--- src/rtl/sync_fifo_bram_ctrl_if.sv ---
// sync_fifo_bram_ctrl_if: producer/consumer handshake and status of the BRAM-backed FIFO
interface sync_fifo_bram_ctrl_if #(
    parameter int DATA_WIDTH = 32,
    parameter int ADDR_WIDTH = 5
);
    logic                  fifo_wr_en;
    logic [DATA_WIDTH-1:0] fifo_wr_data;
    logic                  fifo_full_n;
    logic                  fifo_rd_en;
    logic                  fifo_empty_n;
    logic [DATA_WIDTH-1:0] fifo_rd_data;
    logic                  fifo_rd_valid;
    logic                  fifo_almost_full;
    logic                  fifo_almost_empty;
    logic [ADDR_WIDTH:0]   cnt;
    logic                  fifo_err_clr;
    logic                  fifo_overflow;
    logic                  fifo_underflow;

    modport master (
        output fifo_wr_en, fifo_wr_data, fifo_rd_en, fifo_err_clr,
        input  fifo_full_n, fifo_empty_n, fifo_rd_data, fifo_rd_valid,
               fifo_almost_full, fifo_almost_empty, cnt, fifo_overflow, fifo_underflow
    );

    modport slave (
        input  fifo_wr_en, fifo_wr_data, fifo_rd_en, fifo_err_clr,
        output fifo_full_n, fifo_empty_n, fifo_rd_data, fifo_rd_valid,
               fifo_almost_full, fifo_almost_empty, cnt, fifo_overflow, fifo_underflow
    );
endinterface

--- src/rtl/sync_fifo_bram_ctrl.sv ---
// sync_fifo_bram_ctrl: synchronous FIFO controller driving an external simple-dual-port BRAM.
// Sticky overflow/underflow flags are built only when SYNC_FIFO_ERR_FLAGS_EN is defined.
module sync_fifo_bram_ctrl #(
    parameter int DEPTH      = 32,
    parameter int DATA_WIDTH = 32,
    parameter int ADDR_WIDTH = 5,
    parameter int RD_LATENCY = 1,
    parameter int AF_MARGIN  = 2,
    parameter int AE_MARGIN  = 2
) (
    input  logic                  clk,
    input  logic                  reset,
    input  logic                  bram_rst_busy,
    sync_fifo_bram_ctrl_if.slave  fifo,
    output logic                  bram_clka,
    output logic                  bram_rsta,
    output logic                  bram_ena,
    output logic                  bram_wea,
    output logic [ADDR_WIDTH-1:0] bram_addra,
    output logic [DATA_WIDTH-1:0] bram_dina,
    output logic                  bram_clkb,
    output logic                  bram_rstb,
    output logic                  bram_enb,
    output logic [ADDR_WIDTH-1:0] bram_addrb,
    input  logic [DATA_WIDTH-1:0] bram_doutb
);
    localparam logic [ADDR_WIDTH:0]   FULL   = (ADDR_WIDTH+1)'(DEPTH);
    localparam logic [ADDR_WIDTH:0]   AF_LVL = (ADDR_WIDTH+1)'(DEPTH - AF_MARGIN);
    localparam logic [ADDR_WIDTH:0]   AE_LVL = (ADDR_WIDTH+1)'(AE_MARGIN);
    localparam logic [ADDR_WIDTH-1:0] LAST   = ADDR_WIDTH'(DEPTH - 1);

    logic                  internal_reset;
    logic                  ready;
    logic                  rd_accept;
    logic                  wr_accept;
    logic [ADDR_WIDTH-1:0] wr_ptr;
    logic [ADDR_WIDTH-1:0] rd_ptr;
    logic [1:0]            vld;

    assign internal_reset = reset | bram_rst_busy;
    assign rd_accept = fifo.fifo_rd_en & fifo.fifo_empty_n;
    assign wr_accept = fifo.fifo_wr_en & (fifo.fifo_full_n | rd_accept);

    // Flags come only from registers, so no enable ever reaches full_n/empty_n combinationally
    assign fifo.fifo_full_n       = (fifo.cnt != FULL) & ready;
    assign fifo.fifo_empty_n      = (fifo.cnt != '0) & ready;
    assign fifo.fifo_almost_full  = fifo.cnt >= AF_LVL;
    assign fifo.fifo_almost_empty = fifo.cnt <= AE_LVL;
    assign fifo.fifo_rd_data      = bram_doutb;
    assign fifo.fifo_rd_valid     = RD_LATENCY == 2 ? vld[1] : vld[0];

    assign bram_clka  = clk;
    assign bram_rsta  = reset;
    assign bram_ena   = wr_accept;
    assign bram_wea   = 1'b1;
    assign bram_addra = wr_ptr;
    assign bram_dina  = fifo.fifo_wr_data;
    assign bram_clkb  = clk;
    assign bram_rstb  = reset;
    assign bram_enb   = rd_accept;
    assign bram_addrb = rd_ptr;

    always_ff @(posedge clk) begin
        if (internal_reset) begin
            ready    <= 1'b0;
            wr_ptr   <= '0;
            rd_ptr   <= '0;
            fifo.cnt <= '0;
            vld      <= '0;
        end else begin
            ready    <= 1'b1;
            wr_ptr   <= wr_accept ? (wr_ptr == LAST ? '0 : wr_ptr + 1'b1) : wr_ptr;
            rd_ptr   <= rd_accept ? (rd_ptr == LAST ? '0 : rd_ptr + 1'b1) : rd_ptr;
            fifo.cnt <= (wr_accept & ~rd_accept) ? fifo.cnt + 1'b1 :
                        (rd_accept & ~wr_accept) ? fifo.cnt - 1'b1 : fifo.cnt;
            vld      <= {vld[0], rd_accept};
        end
    end

`ifdef SYNC_FIFO_ERR_FLAGS_EN
    always_ff @(posedge clk) begin
        if (internal_reset | fifo.fifo_err_clr) begin
            fifo.fifo_overflow  <= 1'b0;
            fifo.fifo_underflow <= 1'b0;
        end else begin
            fifo.fifo_overflow  <= fifo.fifo_overflow | (fifo.fifo_wr_en & ~wr_accept & ready);
            fifo.fifo_underflow <= fifo.fifo_underflow | (fifo.fifo_rd_en & ~rd_accept & ready);
        end
    end
`else
    logic unused_err_clr;
    assign unused_err_clr      = fifo.fifo_err_clr;
    assign fifo.fifo_overflow  = 1'b0;
    assign fifo.fifo_underflow = 1'b0;
`endif
endmodule
--- src/flat_wrapper.sv ---
// flat-port wrapper written by rule: the top's interface ports become plain ports
module sync_fifo_bram_ctrl_flat 
#(
    parameter int DEPTH      = 32,
    parameter int DATA_WIDTH = 32,
    parameter int ADDR_WIDTH = 5,
    parameter int RD_LATENCY = 1,
    parameter int AF_MARGIN  = 2,
    parameter int AE_MARGIN  = 2
)
  (clk, reset, bram_rst_busy, bram_clka, bram_rsta, bram_ena, bram_wea, bram_addra, bram_dina, bram_clkb, bram_rstb, bram_enb, bram_addrb, bram_doutb, fifo_fifo_wr_en, fifo_fifo_wr_data, fifo_fifo_rd_en, fifo_fifo_err_clr, fifo_fifo_full_n, fifo_fifo_empty_n, fifo_fifo_rd_data, fifo_fifo_rd_valid, fifo_fifo_almost_full, fifo_fifo_almost_empty, fifo_cnt, fifo_fifo_overflow, fifo_fifo_underflow);
  sync_fifo_bram_ctrl_if #(.DATA_WIDTH(DATA_WIDTH), .ADDR_WIDTH(ADDR_WIDTH)) fifo_i ();
  input  logic clk;
  input  logic reset;
  input  logic bram_rst_busy;
  output logic bram_clka;
  output logic bram_rsta;
  output logic bram_ena;
  output logic bram_wea;
  output logic [ADDR_WIDTH-1:0] bram_addra;
  output logic [DATA_WIDTH-1:0] bram_dina;
  output logic bram_clkb;
  output logic bram_rstb;
  output logic bram_enb;
  output logic [ADDR_WIDTH-1:0] bram_addrb;
  input  logic [DATA_WIDTH-1:0] bram_doutb;
  input wire logic [$bits(fifo_i.fifo_wr_en)-1:0] fifo_fifo_wr_en;
  input wire logic [$bits(fifo_i.fifo_wr_data)-1:0] fifo_fifo_wr_data;
  input wire logic [$bits(fifo_i.fifo_rd_en)-1:0] fifo_fifo_rd_en;
  input wire logic [$bits(fifo_i.fifo_err_clr)-1:0] fifo_fifo_err_clr;
  output wire logic [$bits(fifo_i.fifo_full_n)-1:0] fifo_fifo_full_n;
  output wire logic [$bits(fifo_i.fifo_empty_n)-1:0] fifo_fifo_empty_n;
  output wire logic [$bits(fifo_i.fifo_rd_data)-1:0] fifo_fifo_rd_data;
  output wire logic [$bits(fifo_i.fifo_rd_valid)-1:0] fifo_fifo_rd_valid;
  output wire logic [$bits(fifo_i.fifo_almost_full)-1:0] fifo_fifo_almost_full;
  output wire logic [$bits(fifo_i.fifo_almost_empty)-1:0] fifo_fifo_almost_empty;
  output wire logic [$bits(fifo_i.cnt)-1:0] fifo_cnt;
  output wire logic [$bits(fifo_i.fifo_overflow)-1:0] fifo_fifo_overflow;
  output wire logic [$bits(fifo_i.fifo_underflow)-1:0] fifo_fifo_underflow;
  assign fifo_i.fifo_wr_en = fifo_fifo_wr_en;
  assign fifo_i.fifo_wr_data = fifo_fifo_wr_data;
  assign fifo_i.fifo_rd_en = fifo_fifo_rd_en;
  assign fifo_i.fifo_err_clr = fifo_fifo_err_clr;
  assign fifo_fifo_full_n = fifo_i.fifo_full_n;
  assign fifo_fifo_empty_n = fifo_i.fifo_empty_n;
  assign fifo_fifo_rd_data = fifo_i.fifo_rd_data;
  assign fifo_fifo_rd_valid = fifo_i.fifo_rd_valid;
  assign fifo_fifo_almost_full = fifo_i.fifo_almost_full;
  assign fifo_fifo_almost_empty = fifo_i.fifo_almost_empty;
  assign fifo_cnt = fifo_i.cnt;
  assign fifo_fifo_overflow = fifo_i.fifo_overflow;
  assign fifo_fifo_underflow = fifo_i.fifo_underflow;
  sync_fifo_bram_ctrl #(.DEPTH(DEPTH), .DATA_WIDTH(DATA_WIDTH), .ADDR_WIDTH(ADDR_WIDTH), .RD_LATENCY(RD_LATENCY), .AF_MARGIN(AF_MARGIN), .AE_MARGIN(AE_MARGIN)) u_core (.clk(clk), .reset(reset), .bram_rst_busy(bram_rst_busy), .fifo(fifo_i), .bram_clka(bram_clka), .bram_rsta(bram_rsta), .bram_ena(bram_ena), .bram_wea(bram_wea), .bram_addra(bram_addra), .bram_dina(bram_dina), .bram_clkb(bram_clkb), .bram_rstb(bram_rstb), .bram_enb(bram_enb), .bram_addrb(bram_addrb), .bram_doutb(bram_doutb));
endmodule
--- config.mk ---
export PLATFORM = sky130hd
export DESIGN_NAME = sync_fifo_bram_ctrl_flat
export DESIGN_NICKNAME = d
export VERILOG_FILES = /design/src/rtl/sync_fifo_bram_ctrl_if.sv /design/src/rtl/sync_fifo_bram_ctrl.sv /design/src/flat_wrapper.sv
export SDC_FILE = /design/constraint.sdc
export NUM_CORES = 1
export LEC_CHECK = 0
export CAP_MARGIN = 10
export CORE_ASPECT_RATIO = 0.75
export CORE_MARGIN = 8
export CORE_UTILIZATION = 30
export CTS_BUF_LIST = sky130_fd_sc_hd__clkbuf_8
export CTS_CLUSTER_SIZE = 24
export DETAILED_ROUTE_END_ITERATION = 8
export HOLD_SLACK_MARGIN = 0.02
export PLACE_DENSITY = 0.88
export RECOVER_POWER = 50
export SLEW_MARGIN = 20
export SYNTH_ARGS = -nofsm -noshare
export SYNTH_HDL_FRONTEND = slang
export SYNTH_SLANG_ARGS = --single-unit
--- constraint.sdc ---
create_clock -name clk -period 3.3 [get_ports clk]
set_clock_uncertainty 0.2 [all_clocks]
set_input_delay 0.66 -clock clk [delete_from_list [all_inputs] [get_ports clk]]
set_output_delay 0.66 -clock clk [all_outputs]
set_load 0.05 [all_outputs]
==> results of run 1 <==
==> metal layers <==
layer  vias up  GRT usage [%]
met3         8          5.198
li1        509              -
met4         0          4.217
met5         -              0
met1       502          7.306
met2        48          11.91
==> layout by cell type (no fill, tap or decap), types with 3 or more instances in the layout <==
cell type / netlist / final
nor2_1: 10 / 10
nand3_1: 3 / 3
buf_4: 71 / 4
nor4_1: 3 / 3
clkbuf_8: 0 / 7
conb_1: 2 / 3
a31oi_1: 3 / 3
nand2_1: 8 / 8
a21oi_1: 12 / 12
clkdlybuf4s50_1: 0 / 26
ha_1: 9 / 9
mux2i_1: 3 / 3
a211oi_1: 3 / 3
inv_1: 6 / 6
o21ai_0: 6 / 6
dfxtp_1: 18 / 17
==> stage by stage <==
step	worst slack [ns]	instances	power, µW	utilization, %
2_1_floorplan	0.008635	192	658.6	-
3_3_place_gp	0.05289	211	488.2	29.22
3_5_place_dp	0.006791	211	490.9	29.22
4_1_cts	0.09855	218	758.7	31.11
5_1_grt	0.1280	218	783.2	31.16
6_report	0.1435	218	744.5	31.16
==> worst reg2reg max path, cell delays in order, from the launching register on <==
cell      delay, ns
dfxtp_1        0.37
nor4_1         0.54
a211o_1        0.23
ha_1           0.17
inv_1          0.11
ha_1           0.31
a211oi_1       0.37
o21ai_0        0.20
a31o_2         0.23
a21oi_1        0.12
==> cell type report <==
class | instances | share of cell area, %
Clock buffer | 9 | 7.374
Inverter | 6 | 1.459
Multi-Input combinational cell | 92 | 40.68
Sequential cell | 18 | 23.42
Tap cell | 60 | 4.862
Timing Repair Buffer | 33 | 22.20
==> power by group through the flow <==
| stage | clock network, µW | registers [µW] | logic [µW] |
|---|---|---|---|
| floorplan | 131 | 242 | 286 |
| finish | 399 | 227 | 118 |
| global placement | 140 | 232 | 116 |
| detailed placement | 140 | 232 | 119 |
| CTS | 412 | 227 | 119 |
| global route | 428 | 228 | 127 |
==> state kept, by name, summed over array words and instances, names as in the netlist <==
register,flops
u_core.ready,1
u_core.bram_addrb,5
u_core.bram_addra,5
u_core.fifo.cnt,6
u_core.vld,1
==> worst max path at each step <==
stage                       start                     end
2_1_floorplan  u_core.fifo.cnt[1]      u_core.fifo.cnt[5]
3_3_place_gp      fifo_fifo_wr_en      u_core.fifo.cnt[5]
3_5_place_dp      fifo_fifo_wr_en      u_core.fifo.cnt[5]
4_1_cts        u_core.fifo.cnt[5]  fifo_fifo_almost_empty
5_1_grt                       clk               bram_clkb
6_report                      clk               bram_clkb
==> repair_timing <==
item / CTS / global route
endpoints found under the hold margin: 0 / 0
resized for setup: 2 / 1
endpoints found under the setup margin: 2 / 1
cloned: 0 / 0
==> kinds of logic after synthesis <==
kind of cell / count (synthesis) / share of synthesized area [%]
other: 2 / 0.4790
and+or+nand+nor: 40 / 14.05
adders and majority gates: 10 / 8.460
buffers and inverters: 82 / 37.19
DFF: 18 / 22.99
xor gates and xnor gates: 3 / 1.676
AOI/OAI and AO/OA: 33 / 13.25
muxes: 3 / 1.915
==> metrics.txt, run 1 <==
status complete, no violations; Worst Path Required 2.44 ns; TritonCTS clock tree built; Worst path slowest cell dlygate4sd2_1; max-cap viol count 0; Pwr Density 482.2 nW/µm²; hold_sp u_core.bram_addrb[4]; arrival time worst endpoint 2.30 ns; Yosys top cell area share 34.00%; via count 1067; total negative setup slack 0 ns; most common cell in the netlist buf_4; capturing point of the worst reg2reg path u_core.fifo.cnt[5]; clock slew at reported path FFs 0.07 ns; chip width 99.48 µm; Final Hold Fails 0; DRT Pass-1 Iters 4; multi-input logic area 628.1 µm²; type of origin of the critical path clock port; worst vdd ir 0.5378 mV; initial antenna violation count 0; largest net degree at the start of global routing 18; final WL 3021 µm; synth top area cells buf_4 (34%), dfxtp_1 (23%), ha_1 (7.2%), a21oi_1 (3.8%), nor2_1 (2.4%); LEAKAGE 0.0006307 µW; P_int 471.8 µW; Layout Nets 240; Synthesis Warnings 0; switching pwr 272.7 µW; critical path's top delay family buffers and inverters; FFs w/ async S/R, synth 0%; Crit. End Element output port; Clk Latency, worst-skew pair 0.35 ns; GR Util All Layers 7.545%; WL per Instance 13.86 µm; Worst Hold Class reg2reg; Crit Path Max Fanout 2; DIE AREA 7819 µm²; Hold Path Depth 2; switching share of total power 36.63%; mean post-synth cell area 8.208 µm²; Hold EP u_core.bram_addrb[4]; Met1 Wirelength 1298 µm; CTS Hold Bufs 0; Core ar. 4955 µm²; CP most frequent cell clkbuf_8; Rows 22; relative slew slack 63.87%; flop-to-flop setup slack 0.39 ns; Critical R2R Launch u_core.fifo.cnt[5]; post-synth top area cell buf_4; # DRC 0; postcts setup bufs 0; antenna diode count 0; RSZ-0062 raised after global routing false; share of cells above drive strength 1 12.03%; Syn-to-layout area delta -1.516%; top sig layer met4; critical path depth 3; Vias/cell 4.894; Slew @ Worst Pin 0.5369 ns; antenna viol nets, final 0; Routability Congestion 0.7756; num ports 164; register area 361.6 µm²; kind of critical path clk2out; Final Max Slew Viols 0; Synth Cell Area 1568 µm²; crit-path cells clkbuf_8 > clkbuf_8 > dlygate4sd2_1; WL met3 284 µm; total gr overflow 0; post-synthesis cell type count 40; filler cell count 528; number of synthesized flops with an enable pin 0; HPWL after DPL 2389 µm; first-pass GRT wire length 4843 µm; Final setup viols 0; Met2 Wirelength 1402 µm; top_reg_cell synth dfxtp_1; hold slack 0.2865 ns; Starting DRT DRC Count 27; clock share of power 53.5%; vias in the first global route 1091; Area after DPL 1448 µm²; R2R cell count 9; Seq pwr share 30.6%; slowest stage delay, CP 0.41 ns; Buf/Inv on CP 3; Seq/Total Area, Yosys 22.98%; initial core utilization 31.64%; IO Port Bufs 31; Combinational Power Share 15.9%; Synth Register Bits 18; Die H 78.61 µm; Post-Syn Instances 191; post-route cell area 1544 µm²; Synth top cells by count buf_4 (71), dfxtp_1 (18), a21oi_1 (12), nor2_1 (10), ha_1 (9)
Note: power is estimated with default switching activity, not from simulation.
==> inputs of run 2 (changes only) <==
- CORE_MARGIN: 8 -> 4
==> run 2 against run 1 <==
Net effect:
- critical endpoint unchanged
- non-clock buffer count is 1 higher
- sequential power hardly changed
- count of clock-buffer cells in the layout is 1 higher
- sequential cell count stayed put
- worst hold slack better by 0.0024 ns
==> metrics.txt, run 2 (synthesis results as in run 1) <==
status complete, no violations; RSZ-0062 raised after global routing false; total gr overflow 0; Final Max Slew Viols 0; worst vdd ir 0.3256 mV; max FFs per register 6; final WL 3032 µm; Worst Setup SP clk; antenna diode count 0; non-filler cells in the finished layout 232; Clk Latency, worst-skew pair 0.36 ns; switching pwr 279.5 µW; Final Hold Fails 0; Met1 Wirelength 1321 µm; R2R cell count 10; clock slew at reported path FFs 0.07 ns; Pwr Density 491.0 nW/µm²; multi-input logic area 634.4 µm²; most common cell after layout, fill and taps aside clkdlybuf4s50_1; type of origin of the critical path clock port; Combinational Power Share 15.5%; dpl ws 0.02830 ns; setup ws final 0.1419 ns; flop-to-flop setup slack 0.40 ns; GR Util All Layers 9.342%; Critical R2R Launch u_core.fifo.cnt[2]; most frequent cells in the layout clkdlybuf4s50_1 (27), dfxtp_1 (17), a21oi_1 (12), nor2_1 (10), ha_1 (9); initial antenna violation count 0; DRT Pass-1 Iters 4; Core ar. 4982 µm²; Worst Hold Class reg2reg; WL met3 250 µm; HPWL after DPL 2168 µm; total negative setup slack 0 ns; vias in the first global route 1032; Layout Nets 241; TritonCTS clock tree built; CTS Hold Bufs 0; Worst Path Required 2.44 ns; arrival time worst endpoint 2.30 ns; antenna viol nets, final 0; first-pass GRT wire length 4795 µm; Slew @ Worst Pin 0.5078 ns; top sig layer met4; max-cap viol count 0; share of cells above drive strength 1 13.75%; kind of critical path clk2out; via count 1058; P_int 498.2 µW; clock share of power 55.2%; Final setup viols 0; DIE AREA 6459 µm²; post-cts resize count 2; num ports 164; switching share of total power 35.94%; Routability Congestion 0.8126; initial core utilization 31.47%; postcts setup bufs 0; LEAKAGE 0.0006426 µW; Met2 Wirelength 1419 µm; largest net degree at the start of global routing 18; Die H 70.61 µm; Starting DRT DRC Count 42; placed cell count 224; register area 361.6 µm²; Seq pwr share 29.2%; relative slew slack 66.04%; chip width 91.48 µm; filler cell count 533; capturing point of the worst reg2reg path u_core.fifo.cnt[5]; # DRC 0; WL per Instance 13.07 µm; Largest Register u_core.fifo.cnt; IO Port Bufs 31; Syn-to-layout area delta 1.038%; Crit. End Element output port; Critical Path End bram_clkb; Vias/cell 4.560; Rows 22; Crit Path Max Fanout 2
run 2: changes by cell type in the layout (fill, tap and decap cells not counted), sizes merged:
cell	previous run	this run
buf	6	7
clkbuf	7	8
clkdlybuf4s50	26	27
dlymetal6s2s	1	0
run 2: layout make-up:
type                    instances  share of cell area, %
inverters                       6                  1.422
well taps                      72                  5.687
repair buffers                 34                  21.96
flip-flops and latches         18                  22.83
clock buffers                  10                  8.057
multi-input cells              92                  40.05
run 2: critical path: stages:
cell	delay (ns)
clkbuf_8	0.12
clkbuf_8	0.12
dlygate4sd2_1	0.41
run 2: stage by stage:
stage / utilization, % / cell area [µm²] / hold slack [ns] / total power (µW)
floorplan: - / 1573 / 0.4818 / 658.6
global placement: 29.51 / 1470 / 0.2749 / 489.6
detailed placement: 29.51 / 1470 / 0.2731 / 491.4
CTS: 31.67 / 1578 / 0.2836 / 794.2
global route: 31.79 / 1584 / 0.3011 / 819.7
finish: 31.79 / 1584 / 0.2888 / 777.7
run 2: worst min-delay path by stage:
stage	start	end	slack, ns	cells past startpoint
detailed placement	u_core.bram_addrb[4]	u_core.bram_addrb[4]	0.27	2
floorplan	u_core.ready	u_core.bram_addrb[2]	0.48	4
global route	u_core.bram_addrb[4]	u_core.bram_addrb[4]	0.30	2
global placement	u_core.bram_addrb[4]	u_core.bram_addrb[4]	0.27	2
CTS	u_core.bram_addrb[4]	u_core.bram_addrb[4]	0.28	2
finish	u_core.bram_addrb[4]	u_core.bram_addrb[4]	0.29	2
run 2: per-layer routing:
layer  track usage, %  vias to the layer above
met5                0                        -
met4            8.027                        0
met3            5.632                        8
li1                 -                      512
met2            13.12                       47
met1            9.890                      491
run 2: power groups by stage:
stage	clock network [µW]	registers (µW)	logic (µW)
2_1_floorplan	131	242	286
3_3_place_gp	140	232	118
3_5_place_dp	140	232	120
4_1_cts	447	227	120
5_1_grt	462	228	129
6_report	430	227	121
==> inputs of run 3 (changes only) <==
- CORE_UTILIZATION: 30 -> 32
- PLACE_DENSITY: 0.88 -> 0.93
- TNS_END_PERCENT: default -> 100
- clock period: 3.3 -> 3.7 ns (I/O delays scaled with it)
==> run 3 against run 2 <==
Net effect:
- first-iteration DRC count is 52% lower
- global-route usage is 1.2 points higher
- design area is 4.7% lower
- register-to-register slack better by 0.27 ns
- total power is 11% lower
- core utilization is 1.1 points higher
- largest power group unchanged
- highest routed layer unchanged
==> metrics.txt, run 3 (synthesis results as in run 1) <==
initial core utilization 34.10%; Worst Hold Class reg2reg; DRT Pass-1 Iters 4; largest net degree at the start of global routing 18; status complete, no violations; Rows 21; total gr overflow 0; Worst path slowest cell dlygate4sd2_1; Syn-to-layout area delta -3.671%; Starting DRT DRC Count 20; Largest Register u_core.fifo.cnt; Final Max Slew Viols 0; antenna diode count 0; LEAKAGE 0.0006187 µW; TritonCTS clock tree built; crit-path cells clkbuf_8 > clkbuf_8 > dlygate4sd2_1; Clk Latency, worst-skew pair 0.36 ns; chip width 88.82 µm; first-pass GRT wire length 4912 µm; via count 1079; Worst Path Required 2.76 ns; total negative setup slack 0 ns; critical path's top delay family buffers and inverters; CTS Hold Bufs 0; Routability Congestion 0.7732; Crit Path Max Fanout 2; GR Util All Layers 10.52%; WL per Instance 13.60 µm; CP most frequent cell clkbuf_8; DIE AREA 6094 µm²; max FFs per register 6; Buf/Inv on CP 3; relative slew slack 65.21%; Final Hold Fails 0; max-cap viol count 0; worst vdd ir 0.4132 mV; antenna viol nets, final 0; RSZ-0062 raised after global routing false; Crit. End Element output port; Slew @ Worst Pin 0.5171 ns; hold slack 0.2832 ns; kind of critical path clk2out; type of origin of the critical path clock port; clock slew at reported path FFs 0.07 ns; most frequent cells in the layout clkdlybuf4s50_1 (27), dfxtp_1 (18), a21oi_1 (12), nor2_1 (10), ha_1 (9); Core ar. 4598 µm²; Pwr Density 456.5 nW/µm²; IO Port Bufs 31; initial antenna violation count 0; most common cell after layout, fill and taps aside clkdlybuf4s50_1; Die H 68.62 µm; Layout Nets 238; Final setup viols 0; share of cells above drive strength 1 10.83%; arrival time worst endpoint 2.50 ns; final WL 2910 µm; num ports 164; HPWL after DPL 2187 µm; vias in the first global route 1087; slowest stage delay, CP 0.41 ns; Vias/cell 5.042; # DRC 0
-- run 3: cell count changes in the layout (fill, tap and decap cells not counted) --
cell,delta
nor4_2,-1
nor4_1,+1
dfxtp_2,-1
buf_4,-1
buf_12,-2
dfxtp_1,+1
-- run 3: cell type report --
| type | count | area [µm²] |
|---|---|---|
| fillers | 472 | 3088 |
| flip-flops and latches | 18 | 360.3 |
| inverters | 6 | 22.52 |
| multi-input cells | 92 | 628.1 |
| clock buffers | 10 | 127.6 |
| well taps | 57 | 71.32 |
| repair buffers | 31 | 300.3 |
-- run 3: per-layer routing --
metal | track usage, % | vias to the layer above | part of all wire (%)
met5 | 0 | - | 0
met4 | 6.415 | 0 | 0.72
met3 | 6.532 | 7 | 9.2
met2 | 15.93 | 47 | 48
met1 | 11.13 | 513 | 42
li1 | - | 512 | -
-- run 3: through the flow --
stage	setup slack, ns	power, µW	cells	cell area (µm²)	utilization [%]
CTS	0.2529	701.7	214	1510	32.84
floorplan	0.3691	587.3	192	1572	-
detailed placement	0.2189	434.9	206	1403	30.50
global route	0.2155	728.3	214	1510	32.84
finish	0.2644	689.4	214	1510	32.84
global placement	0.2379	432.4	206	1403	30.50
-- run 3: timing repair --
item                       in CTS  in global routing
buffers inserted                0                  0
setup endpoints to repair       2                  0
resized for setup               2                  0
-- run 3: report_power, final --
group / internal, µW / leakage (µW) / switching (µW) / total, µW
Combinational: 36.2 / 0.000405 / 66.5 / 103
Clock: 207 / 0.0000680 / 177 / 384
Sequential: 197 / 0.000146 / 5.83 / 203
-- run 3: path summary, 6_finish.rpt --
check | slack, ns | cells past startpoint | start | to
setup / recovery | 0.26 | 3 | clk | bram_clka
hold / removal | 0.28 | 2 | u_core.bram_addrb[4] | u_core.bram_addrb[4]
setup reg to reg | 0.67 | 9 | u_core.fifo.cnt[5] | u_core.fifo.cnt[5]
hold reg to reg | 0.28 | 2 | u_core.bram_addrb[4] | u_core.bram_addrb[4]
-- run 3: worst min-delay path, stage by stage, from the launching register on --
cell     delay [ns]
dfxtp_1        0.33
nand2_1        0.06
a21oi_1        0.05
==> variant (config.mk and constraints of run 3) <==
`DATA_WIDTH` is set to 32 in 3 places; all go to 48.
--- a/src/rtl/sync_fifo_bram_ctrl_if.sv
+++ b/src/rtl/sync_fifo_bram_ctrl_if.sv
@@ -2,3 +2,3 @@
 interface sync_fifo_bram_ctrl_if #(
-    parameter int DATA_WIDTH = 32,
+    parameter int DATA_WIDTH = 48,
     parameter int ADDR_WIDTH = 5
--- a/src/rtl/sync_fifo_bram_ctrl.sv
+++ b/src/rtl/sync_fifo_bram_ctrl.sv
@@ -4,3 +4,3 @@
     parameter int DEPTH      = 32,
-    parameter int DATA_WIDTH = 32,
+    parameter int DATA_WIDTH = 48,
     parameter int ADDR_WIDTH = 5,
--- a/src/flat_wrapper.sv
+++ b/src/flat_wrapper.sv
@@ -4,3 +4,3 @@
     parameter int DEPTH      = 32,
-    parameter int DATA_WIDTH = 32,
+    parameter int DATA_WIDTH = 48,
     parameter int ADDR_WIDTH = 5,
Interface: changed (resized bram_dina, bram_doutb, fifo_fifo_rd_data and fifo_fifo_wr_data); port bits go from 164 to 228. The function was not compared with the original's and may differ.
==> variant against run 3 <==
- worst setup slack improved by 0.00070 ns
- routed wire length rose by 17%
- sequential cell count did not move
- total power fell by 0.52%
- non-clock buffer count rose by 1
- global-route usage fell by 0.49 points
- final cell count rose by 8.9%
- synthesized area rose by 15%
- die area rose by 14%
- cell area rose by 2.0%
- count of clock-buffer cells in the layout did not move
- highest routed layer unchanged
==> variant: results (changes against run 3) <==
Synthesis
The share of the yosys chip area belonging to registers came to 19.93% (-3.1 points). The adder and majority cell fraction of the synthesized area is 7.336% (-1.1 points). The number of instances in the synthesized netlist is 223 (+17%).

By area the synthesized netlist is led by buf_4 (43%), dfxtp_1 (20%), ha_1 (6.2%), a21oi_1 (3.3%), nor2_1 (2.1%). The share of synthesized registers carrying an async set or reset was 0% (unchanged). The most used flip-flop cell after synthesis is dfxtp_1. Sorting the synthesized cells by how often they occur yields buf_4 (103), dfxtp_1 (18), a21oi_1 (12). The mux contribution to synthesized area is 1.661% (-0.25 points). The complex-gate fraction of the synthesized area is 11.49% (-1.8 points). The Yosys warning count is 0 (unchanged). The fraction of synthesized cell area in xor and xnor cells is 1.453% (-0.22 points).

The number of enable-type register cells in the synthesized netlist came to 0 (unchanged).

Detailed routing
The detailed-routing wirelength on met1 was 1294 um (+6.5%). The number of DRC markers in iteration 0 is 41 (+110%). The length of routed met3 wiring is 561 um (+110%). The via-per-instance ratio is 4.811 (-4.6%). The routed wire length is 3399 um (+17%). The uppermost signal routing layer after detailed routing is met4. The sum of met2 wire segment lengths after detailed routing came to 1483 um (+5.5%). The number of detailed-route iterations in the first pass was 4 (unchanged).

Pwr
The maximum resistive drop on vdd is 0.3731 mV (-9.7%). The leakage power figure was 0.0006242 uW (+0.87%).

Cells and area
The total inserted antenna cells is 0 (unchanged). Ranked by flip-flop count, first place goes to u_core.fifo.cnt. The filler-free cell count of the finished design is 233 (+8.9%).

The layout net count was 271 (+14%). The number of flip-flops under the largest register name came to 6 (unchanged). The fraction of final layout cells sized beyond drive strength 1 is 11.39% (+0.56 points).

Critical path
The cell at the slowest stage of the critical path is dlygate4sd2_1. The largest fanout on the critical path is 2 (unchanged). The signal arrival time at the worst endpoint is 2.49 ns (about the same).

Job
The number of violations of the max-capacitance limit is 0 (unchanged).

Placed design
The weighted congestion at the end of routability-driven global placement was 0.7975 (+3.1%). The number of port buffers is 31 (unchanged). The HPWL after detailed placement came to 2587 um (+18%). The worst slack at placement is 0.2379 ns (+0.01898 ns).

Clock tree
The cts-stage hold buffer count was 0 (unchanged). The clock edge transition at the registers on the reported setup and hold paths came to 0.07 ns (about the same). The number of buffers added for setup after CTS is 0 (unchanged). The post-cts repair resize count is 2 (unchanged). At the later pin of the worst-skew pair, clock insertion delay measures 0.35 ns.

Global routing
The largest net degree at the start of global routing is 18 (unchanged). The initial antenna violation count is 0 (unchanged). The wire length of the first global-routing pass is 5430 um (+11%). The overall routing resource usage is 10.03% (-0.49 points).

The number of global-route vias before repair is 1195 (+9.9%).

Outcome
The run finished with clean final reports.

Timing
The actual slew at the worst max-slew pin came to 0.5768 ns (+0.05962 ns). The final number of max-transition violations is 0 (unchanged).

Worst hold path
The path category of the worst min-delay check is reg -> reg.
-- variant: changes by cell type after synthesis, sizes merged --
cell,before,now
buf,73,105
-- variant: critical path, delay by kind of cell --
| kind | cells | cell delay (ns) |
|---|---|---|
| buffers and inverters | 3 | 0.64 |
-- variant: report_power, final --
| part | switching (uW) | internal, uW | total (uW) |
|---|---|---|---|
| logic | 66.0 | 36.6 | 103 |
| registers | 5.15 | 197 | 202 |
| clock network | 174 | 207 | 381 |
-- variant: stage by stage --
step                      power [uW]  cell area, um2
after floorplan                680.6            1812
after global placement         433.1            1433
after detailed placement       434.7            1433
after CTS                      699.8            1540
after global routing           721.5            1540
final                          685.8            1540
-- variant: final timing paths --
kind	from	end	slack [ns]	depth (start not counted)
worst max-delay path	clk	bram_clkb	0.27	3
worst min-delay path	u_core.bram_addrb[4]$_SDFFE_PN0P_	u_core.bram_addrb[4]$_SDFFE_PN0P_	0.29	2
worst max register to register	u_core.fifo.cnt[2]$_SDFFE_PN0P_	u_core.fifo.cnt[5]$_SDFFE_PN0P_	0.69	9
worst min register to register	u_core.bram_addrb[4]$_SDFFE_PN0P_	u_core.bram_addrb[4]$_SDFFE_PN0P_	0.29	2
-- variant: cell type report --
type / count / area [um2]
Tap cell: 75 / 93.84
Timing Repair Buffer: 32 / 307.8
Sequential cell: 18 / 360.3
Fill cell: 609 / 3870
Multi-Input combinational cell: 92 / 628.1
Inverter: 6 / 22.52
Clock buffer: 10 / 127.6
-- variant: cells by family after synthesis --
logic type | count (synthesis)
simple gates | 40
flops | 18
mux | 3
other cells | 2
fa+ha+maj | 10
buf+inv | 114
xor+xnor | 3
compound gates | 33
-- variant: layer usage --
layer,up-vias,global-route usage (%)
met5,-,0
met4,0,6.080
met3,14,9.485
met2,89,14.30
met1,506,9.328
li1,512,-
